==> src/rtl/byte_mem_arbiter.sv <==
// byte_mem_arbiter
//   Shares one byte-wide memory port between the bridge byte sequencer and a
//   core-side requester. The bridge runs fixed-cycle and cannot be stalled, so
//   it always wins. Each core request is parked in a one-entry holding register.
//   It is issued in the first cycle the bridge leaves the port free. Core read
//   data returns through a tag pipe that matches the memory read latency.
//
// Ports
//   clk, reset_n        clock, asynchronous active-low reset
//   br_selected         bridge owns the memory port
//   br_mem_*            bridge address / strobes / write byte
//   br_mem_rd_data      read byte back to the bridge (unregistered)
//   core_valid/ready    core request handshake
//   core_wr/addr/wr_data  core request payload (core_wr=1 write, 0 read)
//   core_rd_valid/data  registered core read return (one-cycle pulse)
//   core_starved        sticky: a core request waited STARVE_LIMIT cycles
//   proto_err           sticky: bridge strobe seen while br_selected low
//   mem_*               shared byte memory port
`timescale 1ns/1ps
module byte_mem_arbiter #(
  parameter int ADDR_W       = 32,
  parameter int READ_LATENCY = 1,
  parameter int STARVE_LIMIT = 256
) (
  input  logic              clk,
  input  logic              reset_n,
  input  logic              br_selected,
  input  logic [ADDR_W-1:0] br_mem_addr,
  input  logic              br_mem_wr,
  input  logic              br_mem_rd,
  input  logic [7:0]        br_mem_wr_data,
  output logic [7:0]        br_mem_rd_data,
  input  logic              core_valid,
  output logic              core_ready,
  input  logic              core_wr,
  input  logic [ADDR_W-1:0] core_addr,
  input  logic [7:0]        core_wr_data,
  output logic              core_rd_valid,
  output logic [7:0]        core_rd_data,
  output logic              core_starved,
  output logic              proto_err,
  output logic [ADDR_W-1:0] mem_addr,
  output logic              mem_wr,
  output logic              mem_rd,
  output logic [7:0]        mem_wr_data,
  input  logic [7:0]        mem_rd_data
);

  localparam int CNT_W = $clog2(STARVE_LIMIT + 1);

  logic                    hold_valid;
  logic                    hold_wr;
  logic [ADDR_W-1:0]       hold_addr;
  logic [7:0]              hold_data;
  logic                    br_strobe;
  logic                    issue;
  logic                    accept;
  logic [READ_LATENCY-1:0] tag;
  logic [CNT_W-1:0]        wait_cnt;

  assign br_strobe      = br_mem_wr | br_mem_rd;
  // A bridge strobe blocks the core even when br_selected is (wrongly) low,
  // so the two never drive the memory in the same cycle.
  assign issue          = hold_valid & ~br_selected & ~br_strobe;
  assign core_ready     = ~hold_valid | issue;
  assign accept         = core_valid & core_ready;
  assign br_mem_rd_data = mem_rd_data;

  // Memory mux: bridge, core issue, or idle (core payload parked on the bus).
  always_comb begin
    mem_addr    = hold_addr;
    mem_wr      = 1'b0;
    mem_rd      = 1'b0;
    mem_wr_data = hold_data;
    if (br_selected || br_strobe) begin
      mem_addr    = br_mem_addr;
      mem_wr      = br_mem_wr;
      mem_rd      = br_mem_rd;
      mem_wr_data = br_mem_wr_data;
    end else if (issue) begin
      mem_wr = hold_wr;
      mem_rd = ~hold_wr;
    end
  end

  // Holding register control. An accept coinciding with an issue keeps the
  // entry occupied with the new request.
  always_ff @(posedge clk or negedge reset_n) begin
    if (!reset_n) begin
      hold_valid <= 1'b0;
    end else if (accept) begin
      hold_valid <= 1'b1;
    end else if (issue) begin
      hold_valid <= 1'b0;
    end
  end

  // Holding register payload; only meaningful while hold_valid is set.
  always_ff @(posedge clk) begin
    if (accept) begin
      hold_wr   <= core_wr;
      hold_addr <= core_addr;
      hold_data <= core_wr_data;
    end
  end

  // Read return: the tag reaches the last stage in the cycle the memory data
  // is valid; data is captured there and the valid pulse follows a cycle later.
  always_ff @(posedge clk or negedge reset_n) begin
    if (!reset_n) begin
      tag           <= '0;
      core_rd_valid <= 1'b0;
      core_rd_data  <= 8'h00;
    end else begin
      tag[0] <= issue & ~hold_wr;
      for (int i = 1; i < READ_LATENCY; i++) begin
        tag[i] <= tag[i-1];
      end
      core_rd_valid <= tag[READ_LATENCY-1];
      if (tag[READ_LATENCY-1]) begin
        core_rd_data <= mem_rd_data;
      end
    end
  end

  // Starvation tracking; core_starved rises together with the counter
  // reaching the limit.
  always_ff @(posedge clk or negedge reset_n) begin
    if (!reset_n) begin
      wait_cnt     <= '0;
      core_starved <= 1'b0;
    end else begin
      if (issue) begin
        wait_cnt <= '0;
      end else if (hold_valid && (wait_cnt != CNT_W'(STARVE_LIMIT))) begin
        wait_cnt <= wait_cnt + CNT_W'(1);
        if (wait_cnt == CNT_W'(STARVE_LIMIT - 1)) begin
          core_starved <= 1'b1;
        end
      end
    end
  end

  // Protocol error: bridge strobe without ownership.
  always_ff @(posedge clk or negedge reset_n) begin
    if (!reset_n) begin
      proto_err <= 1'b0;
    end else if (br_strobe && !br_selected) begin
      proto_err <= 1'b1;
    end
  end

endmodule

==> config.mk <==
export PLATFORM = sky130hd
export DESIGN_NAME = byte_mem_arbiter
export DESIGN_NICKNAME = d
export VERILOG_FILES = /design/src/rtl/byte_mem_arbiter.sv
export SDC_FILE = /design/constraint.sdc
export NUM_CORES = 1
export LEC_CHECK = 0
export CORE_ASPECT_RATIO = 0.75
export CORE_MARGIN = 5
export CORE_UTILIZATION = 40
export CTS_BUF_LIST = sky130_fd_sc_hd__clkbuf_8
export DETAILED_ROUTE_END_ITERATION = 8
export PLACE_DENSITY = 0.8
export RECOVER_POWER = 100
export SLEW_MARGIN = 20
export SYNTH_ARGS = -nofsm -noshare
export SYNTH_HDL_FRONTEND = slang
export SYNTH_SLANG_ARGS = --single-unit
==> constraint.sdc <==
create_clock -name clk -period 2.7 [get_ports clk]
set_clock_uncertainty 0.1 [all_clocks]
set_input_delay 0.405 -clock clk [delete_from_list [all_inputs] [get_ports clk]]
set_output_delay 0.405 -clock clk [all_outputs]
set_load 0.005 [all_outputs]
# Yosys cells after proc, flatten, opt, wreduce, memory -nomap -nowiden
# Index checks and enable logic that the tools add are counted.
[word_totals]
ff_bits = 63
latchBits = 0
ramBits = 0
rom_bits = 0
input_bits = 95
out_inout_bits = 62
n_memories = 0
[classes]
addsub = 1
multipliers = 0
n_div = 0
order_cmp = 0
n_eq_ne = 2
shifts = 0
mux = 10
bitwise = 11
reduce_logical = 7
[ops]
columns = ["op", "n"]
rows = [
  ["$mux W32", 1],
  ["$mux W9", 2],
  ["$add A9 B1 Y9 const B", 1],
  ["$eq A9 B8 Y1 const B", 1],
  ["$ne A9 B9 Y1 const B", 1],
  ["$mux W8", 1],
  ["$mux W1", 6],
  ["$not A1 Y1", 5],
  ["$and A1 B1 Y1", 4],
  ["$reduce_bool A2 Y1", 2],
  ["$reduce_and A3 Y1", 1],
  ["$logic_and A1 B1 Y1", 2],
  ["$or A1 B1 Y1", 2],
  ["$logic_not A1 Y1", 1],
  ["$logic_or A1 B1 Y1", 1],
]

# Depth between registers and ports, before layout
# Gate-level depths: netlist of run 1.
[logic_depth]
ltp_word = 6
depth_mapped = 6

# Worst setup path after synthesis of run 1
# No wires, ideal clock.
[synth_path]
kind = "input -> register"
start = "input port br_selected"
end = "register hold_addr[0] (enable)"
t_arrival_ps = 1841
t_required_ps = 2198
path_slack_ps = 357
stages = 2
path_buffers = 0
cell_sequence = "o31ai_4 and2_1"
[synth_between]
elab_chain_len = 5
[synth_lines]
columns = ["element", "line_no", "text"]
rows = [
  ["start, declared", "27", "input logic br_selected,"],
  ["$not A1 Y1", "64", "assign issue = hold_valid & ~br_selected & ~br_strobe;"],
  ["$and A1 B1 Y1 (2 in a row)", "64", ""],
  ["$or A1 B1 Y1", "65", "assign core_ready = ~hold_valid | issue;"],
  ["$and A1 B1 Y1", "66", "assign accept = core_valid & core_ready;"],
  ["net accept", "57", "logic accept;"],
  ["end signal, assigned", "102", "hold_addr <= core_addr;"],
  ["end, declared", "53", "logic [ADDR_W-1:0] hold_addr;"],
]
# The timed path passes the listed nets, and every way through them passes these cells.
# A chain may end at the register's enable or synchronous reset.

# Worst setup path in the final report of run 1
[layout_path]
start = "input port br_selected"
end = "output port mem_addr[31]"
[layout_between]
elab_chain_len = 2
[layout_lines]
columns = ["element", "line_no", "text"]
rows = [
  ["$logic_or A1 B1 Y1", "75", "if (br_selected || br_strobe) begin"],
  ["$mux W32", "75", ""],
  ["end, declared", "42", "output logic [ADDR_W-1:0] mem_addr,"],
]
# Every way passes these cells.

==> results.md, run 1 <==
### STA
* final max-slew violation count: 0
* count of final setup violators: 0
* fin worst setup slack: 0.1065 ns
* final critical delay including setup and external delays: 2.593 ns
* actual transition at the worst max-transition pin: 1.187 ns
* achievable frequency: 385.6 MHz
* hold slack: 0.3539 ns
* unrepaired setup endpoints after global routing: no
* relative max-transition margin: 20.85%
* Period Utilization, post-route: 96.05%
* Hold Vio Cnt, Final: 0

### Worst setup path
* arrival time reported for the critical path endpoint: 2.09 ns
* slowest library cell on the worst path: sky130_fd_sc_hd__clkdlybuf4s50_1
* category of the most critical setup path: input port to output port
* worst path required time: 2.19 ns
* cell chain of the critical path: dlygate4sd2_1, nor3_4, buf_6, clkbuf_2, mux2_2, clkdlybuf4s50_1
* setup slack on the worst flop-to-flop path: 0.40 ns
* largest delay contributor family on the critical path: buffers and inverters
* element type at the critical path end: output port
* Critical Path Source Type: input port
* critical path buffer and inverter count: 4
* largest fanout of any net on the critical path: 9
* delay of the slowest critical-path stage: 0.45 ns

### Power
* Lkg Pwr: 1.815 nW
* total power divided by cell area: 552.5 nW/um^2
* relative contribution of the clock network to total power: 34.8%
* relative contribution of combinational cells to total power: 19.2%
* internal power: 2.011 mW
* total power after layout: 2.590 mW
* net switching power figure: 0.5783 mW
* Reg power frac: 46.0%
* Max rail drop VDD: 0.3365 mV
* switching power share of the total: 22.33%

### GRT
* first-pass GRT wire length: 11,530 um
* global-route congestion overflow total: 0
* maximum number of pins on one net before global-route repair: 35
* overall routing resource usage: 17.45%
* number of antenna violations at the first check in global routing: 2
* vias in the first global route: 2,294

### Detailed routing
* post-detailed-routing wire length: 7453 um
* routed vias/inst: 4.874
* Final ANT Viol Nets: 0
* number of DRC violations after detailed-routing iteration 0: 72
* drt first pass iters: 4
* # DRC: 0
* DR WL/cell: 17.05 um
* DR vias: 2,130

### CTS
* clock root buffer: sky130_fd_sc_hd__clkbuf_8
* number of sinks handled by clock tree synthesis: 63
* TritonCTS clock tree: done
* number of buffers created by CTS: 9
* H-tree level count: 3
* source-to-sink clock delay at the later pin of the worst-skew pair: 0.32 ns
* CTS max path bufs: 2
* CTS clk-pin slew, worst paths: 0.07 ns

### Layout
* Core Util, Final: 68.94%
* NumNets Final: 444
* Area Growth Syn to Fin: 67.68%
* non-filler cells, final: 437
* ratio of cells with drive above 1 in the final layout: 16.52%

### Synth
* cell area after technology mapping: 2795 sq um
* post-synthesis sequential area ratio: 63.74%
* fraction of registers with async set or reset after synthesis: 34.92%
* number of warnings printed during yosys synthesis: 0
* cells after synthesis: 181
* top flip-flop cell by instance count after synthesis: sky130_fd_sc_hd__edfxtp_1
* Cell variety after synth: 33
* number of enable-type register cells in the synthesized netlist: 41
* Avg Inst Size Synth: 15.44 sq um
* cell types occupying the most area after synthesis: sky130_fd_sc_hd__edfxtp_1 (44%), sky130_fd_sc_hd__dfrtp_1 (20%), sky130_fd_sc_hd__mux2_2 (13%)
* Synth Register Bits: 63
* net count of the mapped netlist: 279
* share of Yosys cell area claimed by the top area cell type: 44.05%
* cell type contributing the most total cell area after synthesis: sky130_fd_sc_hd__edfxtp_1

### Place
* dpl ws: -0.01897 ns
* placed cell count: 416
* RePlAce Congestion: 0.8032
* Port-buffer cells: 156
* HPWL Detailed: 5574 um

### Floorplanning
* core outline area: 6799 sq um
* overall die area: 8777 sq um
* die width: 106.5 um
* Boundary Pins: 157
* die height: 82.40 um
* floorplan row count: 26
* starting utilization of the core area: 41.11%

### Run
* max-cap violations: 0

### Min path
* class of the tightest hold or removal check: register to register

### Status
* result of the run: finished, final reports clean

logic make-up after synthesis:
logic type	count (synthesis)	synth area share [%]
buf+inv	20	4.387
simple gates	25	4.880
fa+ha+maj	3	1.343
mux	49	19.74
compound gates	21	5.909
flops	63	63.74
through the flow:
step,setup TNS (ns),area [sq um]
floorplan,0,2795
global placement,0,4466
detailed placement,-0.06912,4466
CTS,0,4762
global route,0,4687
finish,0,4687
cell usage in the layout, fill, tap and decap left out, types with 2 or more instances in the layout:
| master | n |
|---|---|
| sky130_fd_sc_hd__nand3_1 | 2 |
| sky130_fd_sc_hd__buf_4 | 4 |
| sky130_fd_sc_hd__ha_1 | 3 |
| sky130_fd_sc_hd__o21ai_1 | 4 |
| sky130_fd_sc_hd__a21o_1 | 2 |
| sky130_fd_sc_hd__diode_2 | 2 |
| sky130_fd_sc_hd__edfxtp_1 | 41 |
| sky130_fd_sc_hd__mux2_1 | 17 |
| sky130_fd_sc_hd__o31ai_1 | 3 |
| sky130_fd_sc_hd__a41oi_1 | 2 |
| sky130_fd_sc_hd__clkbuf_8 | 11 |
| sky130_fd_sc_hd__a22o_1 | 3 |
| sky130_fd_sc_hd__dfrtp_1 | 22 |
| sky130_fd_sc_hd__nand2_1 | 7 |
| sky130_fd_sc_hd__mux2_2 | 32 |
| sky130_fd_sc_hd__dlygate4sd3_1 | 73 |
| sky130_fd_sc_hd__clkbuf_1 | 4 |
| sky130_fd_sc_hd__and4_1 | 2 |
| sky130_fd_sc_hd__bufinv_16 | 2 |
| sky130_fd_sc_hd__o21ai_0 | 3 |
| sky130_fd_sc_hd__inv_1 | 7 |
| sky130_fd_sc_hd__nor2_1 | 6 |
| sky130_fd_sc_hd__dlygate4sd2_1 | 3 |
| sky130_fd_sc_hd__clkdlybuf4s50_1 | 80 |
| sky130_fd_sc_hd__clkbuf_2 | 2 |
registers in the layout (all words and copies together), names as in the netlist:
| signal | cells |
|---|---|
| core_rd_data | 8 |
| core_rd_valid | 1 |
| core_starved | 1 |
| hold_addr | 32 |
| hold_data | 8 |
| hold_valid | 1 |
| hold_wr | 1 |
| proto_err | 1 |
| tag | 1 |
| wait_cnt | 9 |
power groups by stage:
stage | registers [mW] | clock network, mW | logic (mW)
finish | 1.19 | 0.901 | 0.498
global route | 1.21 | 0.967 | 0.544
CTS | 1.19 | 0.931 | 0.554
detailed placement | 1.21 | 0 | 0.540
global placement | 1.21 | 0 | 0.525
floorplan | 1.19 | 0 | 0.201
final cells by class:
| type | instances | area, sq um |
|---|---|---|
| multi-input cells | 98 | 875.8 |
| fillers | 513 | 2112 |
| well taps | 84 | 105.1 |
| clock inverters | 5 | 72.57 |
| clock buffers | 11 | 151.4 |
| diodes | 2 | 5.005 |
| repair buffers | 169 | 1677 |
| flip-flops and latches | 63 | 1782 |
| inverters | 5 | 18.77 |
final timing paths:
check                                         startpoint                  endpoint  cells past startpoint
worst min-delay path            core_starved$_DFFE_PN0P_  core_starved$_DFFE_PN0P_                      1
worst min register to register  core_starved$_DFFE_PN0P_  core_starved$_DFFE_PN0P_                      1
max in group asynchronous                        reset_n     proto_err$_DFFE_PN0P_                      2
min in group asynchronous                        reset_n  core_starved$_DFFE_PN0P_                      2
worst max-delay path                         br_selected              mem_addr[31]                      6
worst max register to register    hold_valid$_DFFE_PN0P_   hold_addr[20]$_DFFE_PP_                      4
synth_stat cells (2+ instances only):
master,count
sky130_fd_sc_hd__and4_1,2
sky130_fd_sc_hd__dfrtp_1,22
sky130_fd_sc_hd__o21ai_0,2
sky130_fd_sc_hd__a22o_1,3
sky130_fd_sc_hd__a21o_1,2
sky130_fd_sc_hd__o31ai_1,2
sky130_fd_sc_hd__mux2_2,32
sky130_fd_sc_hd__buf_2,2
sky130_fd_sc_hd__edfxtp_1,41
sky130_fd_sc_hd__nand2_1,7
sky130_fd_sc_hd__o21ai_1,5
sky130_fd_sc_hd__inv_1,5
sky130_fd_sc_hd__ha_1,3
sky130_fd_sc_hd__nor2_1,6
sky130_fd_sc_hd__mux2_1,17
sky130_fd_sc_hd__nand3_1,2
sky130_fd_sc_hd__buf_4,12
worst register-to-register path: stages (launching register included):
cell and delay, ns:
sky130_fd_sc_hd__dfrtp_1 0.49, sky130_fd_sc_hd__o31ai_1 0.14, sky130_fd_sc_hd__clkbuf_1 0.31, sky130_fd_sc_hd__and2_0 0.20
sky130_fd_sc_hd__clkbuf_2 0.66
what timing repair did:
item                                    CTS  global route
hold buffers                              0             0
buffers inserted                          1             0
resized for setup                         4             0
endpoints found under the setup margin   12             0
metal layers:
layer	wire length, um	vias up	track usage, %
met4	99	0	6.130
met1	2950	1018	18.96
met3	677	8	6.915
met2	3726	99	31.54
met5	0	-	0
li1	-	1005	-
Note: power is estimated with default switching activity, not from simulation.
==> run 2, diff against run 1 <==
Settings changed: MAX_ROUTING_LAYER set to met4.
==> run 2 against run 1 <==
Global-route usage is 0.50 points higher. Final area stayed put. Combinational power hardly changed. Sequential share of layout area stayed put. Setup slack better by 0.00050 ns. Sequential power hardly changed. Via count is 0.14% higher. Hold slack stayed put. Critical endpoint unchanged. Count of clock-buffer cells in the layout stayed put. Cell count stayed put. Flip-flop and latch count stayed put.
==> results.md, run 2 (synthesis results as in run 1) <==
### CTS
* CTS clk-pin slew, worst paths: 0.07 ns, about the same
* H-tree level count: 3, unchanged
* TritonCTS clock tree: done, unchanged
* source-to-sink clock delay at the later pin of the worst-skew pair: 0.32 ns, about the same
* CTS max path bufs: 2, unchanged
* clock root buffer: sky130_fd_sc_hd__clkbuf_8, unchanged
* number of sinks handled by clock tree synthesis: 63, unchanged
* number of buffers created by CTS: 9, unchanged

### STA
* unrepaired setup endpoints after global routing: no, unchanged
* hold slack: 0.3539 ns, unchanged
* final max-slew violation count: 0, unchanged
* relative max-transition margin: 20.82%, was 20.85%
* fin worst setup slack: 0.1070 ns, was 0.1065 ns
* final critical delay including setup and external delays: 2.593 ns, about the same
* Period Utilization, post-route: 96.04%, was 96.05%
* achievable frequency: 385.7 MHz, was 385.6 MHz
* actual transition at the worst max-transition pin: 1.188 ns, was 1.187 ns
* Hold Vio Cnt, Final: 0, unchanged
* count of final setup violators: 0, unchanged

### Power
* Lkg Pwr: 1.815 nW, unchanged
* relative contribution of combinational cells to total power: 19.2%, about the same
* relative contribution of the clock network to total power: 34.7%, was 34.8%
* total power divided by cell area: 552.2 nW/um^2, was 552.5 nW/um^2
* Max rail drop VDD: 0.3339 mV, was 0.3365 mV
* switching power share of the total: 22.28%, was 22.33%
* internal power: 2.011 mW, about the same
* Reg power frac: 46.0%, about the same
* total power after layout: 2.588 mW, was 2.590 mW
* net switching power figure: 0.5767 mW, was 0.5783 mW

### Worst setup path
* element type at the critical path end: output port, unchanged
* setup slack on the worst flop-to-flop path: 0.41 ns, was 0.40 ns
* Critical Path Source Type: input port, unchanged
* count of cells along the worst register-to-register path: 4, unchanged
* startpoint of the most critical register-to-register path: hold_valid$_DFFE_PN0P_, unchanged
* worst path required time: 2.19 ns, about the same
* FF-to-FF End: hold_addr[20]$_DFFE_PP_, unchanged
* largest fanout of any net on the critical path: 9, unchanged
* category of the most critical setup path: input port to output port, unchanged
* arrival time reported for the critical path endpoint: 2.09 ns, about the same

### Min path
* capture endpoint of the worst hold path: core_starved$_DFFE_PN0P_, unchanged
* class of the tightest hold or removal check: register to register, unchanged
* hold path cells: 1, unchanged
* min-delay src: core_starved$_DFFE_PN0P_, unchanged

### Floorplanning
* starting utilization of the core area: 41.11%, unchanged
* overall die area: 8777 sq um, unchanged
* die height: 82.40 um, unchanged
* floorplan row count: 26, unchanged
* core outline area: 6799 sq um, unchanged
* die width: 106.5 um, unchanged
* Boundary Pins: 157, unchanged

### GRT
* global-route congestion overflow total: 0, unchanged
* maximum number of pins on one net before global-route repair: 35, unchanged
* vias in the first global route: 2,303, was 2,294
* first-pass GRT wire length: 11,500 um, was 11,530 um
* number of antenna violations at the first check in global routing: 2, unchanged
* overall routing resource usage: 17.95%, was 17.45%

### Layout
* commonest non-fill, non-tap cell in the layout: sky130_fd_sc_hd__clkdlybuf4s50_1, unchanged
* NumNets Final: 444, unchanged
* max FFs per register: 32, unchanged
* most frequent cells in the layout: sky130_fd_sc_hd__clkdlybuf4s50_1 (80), sky130_fd_sc_hd__dlygate4sd3_1 (73), sky130_fd_sc_hd__edfxtp_1 (41), unchanged
* register with the most flip-flops: hold_addr, unchanged
* Top Registers: hold_addr: 32 flops, wait_cnt: 9 flops, unchanged
* post-route cell area: 4687 sq um, unchanged
* Core Util, Final: 68.94%, unchanged
* ratio of cells with drive above 1 in the final layout: 16.52%, unchanged
* Area Growth Syn to Fin: 67.68%, unchanged

### Detailed routing
* DR WL/cell: 17.03 um, was 17.05 um
* # DRC: 0, unchanged
* Final ANT Viol Nets: 0, unchanged
* routed vias/inst: 4.881, was 4.874
* drt first pass iters: 4, unchanged
* DR vias: 2,133, was 2,130
* number of DRC violations after detailed-routing iteration 0: 61, was 72
* post-detailed-routing wire length: 7443 um, was 7453 um

### Place
* dpl ws: -0.01897 ns, unchanged
* HPWL Detailed: 5574 um, unchanged
* placed cell area: 4466 sq um, unchanged
* RePlAce Congestion: 0.8148, was 0.8032
* Port-buffer cells: 156, unchanged

### Run
* max-cap violations: 0, unchanged

### Status
* result of the run: finished, final reports clean, unchanged

[run 2: what timing repair did]
item | CTS | global route
buffers inserted | 1 | 0
endpoints found under the setup margin | 12 | 0
hold buffers | 0 | 0
endpoints found under the hold margin | 0 | 0
resized for setup | 4 | 0
[run 2: worst max-delay path by stage]
stage                     depth (start not counted)         from                      to
after detailed placement                          5  br_selected            mem_addr[17]
after global placement                            7  br_selected                  mem_rd
after CTS                                         6  br_selected            mem_addr[24]
after floorplan                                   2  br_selected  hold_addr[0]$_DFFE_PP_
final                                             6  br_selected            mem_addr[31]
after global routing                              6  br_selected            mem_addr[18]
[run 2: layout make-up]
type	count	area [sq um]
Multi-Input combinational cell	98	875.8
Clock buffer	11	151.4
Antenna cell	2	5.005
Clock inverter	5	72.57
Inverter	5	18.77
Tap cell	84	105.1
Sequential cell	63	1782
Fill cell	513	2112
Timing Repair Buffer	169	1677
[run 2: stage by stage]
stage               std cells  setup TNS (ns)
floorplan                 181               0
global placement          416               0
detailed placement        416        -0.06912
CTS                       435               0
global route              437               0
finish                    437               0
[run 2: power groups by stage]
stage / clock, mW / combinational [mW] / sequential (mW)
finish: 0.899 / 0.498 / 1.19
floorplan: 0 / 0.201 / 1.19
CTS: 0.931 / 0.554 / 1.19
detailed placement: 0 / 0.540 / 1.21
global placement: 0 / 0.525 / 1.21
global route: 0.967 / 0.543 / 1.21
[run 2: layer usage]
layer / GRT usage (%) / wire length [um] / part of all wire [%]
met5: - / 0 / 0
met3: 5.361 / 529 / 7.1
met4: 6.130 / 84 / 1.1
met1: 19.96 / 3092 / 42
met2: 31.48 / 3737 / 50
[run 2: worst max-delay path, cell delays in order]
cell,delay [ns]
sky130_fd_sc_hd__dlygate4sd2_1,0.26
sky130_fd_sc_hd__nor3_4,0.19
sky130_fd_sc_hd__buf_6,0.15
sky130_fd_sc_hd__clkbuf_2,0.27
sky130_fd_sc_hd__mux2_2,0.37
sky130_fd_sc_hd__clkdlybuf4s50_1,0.45
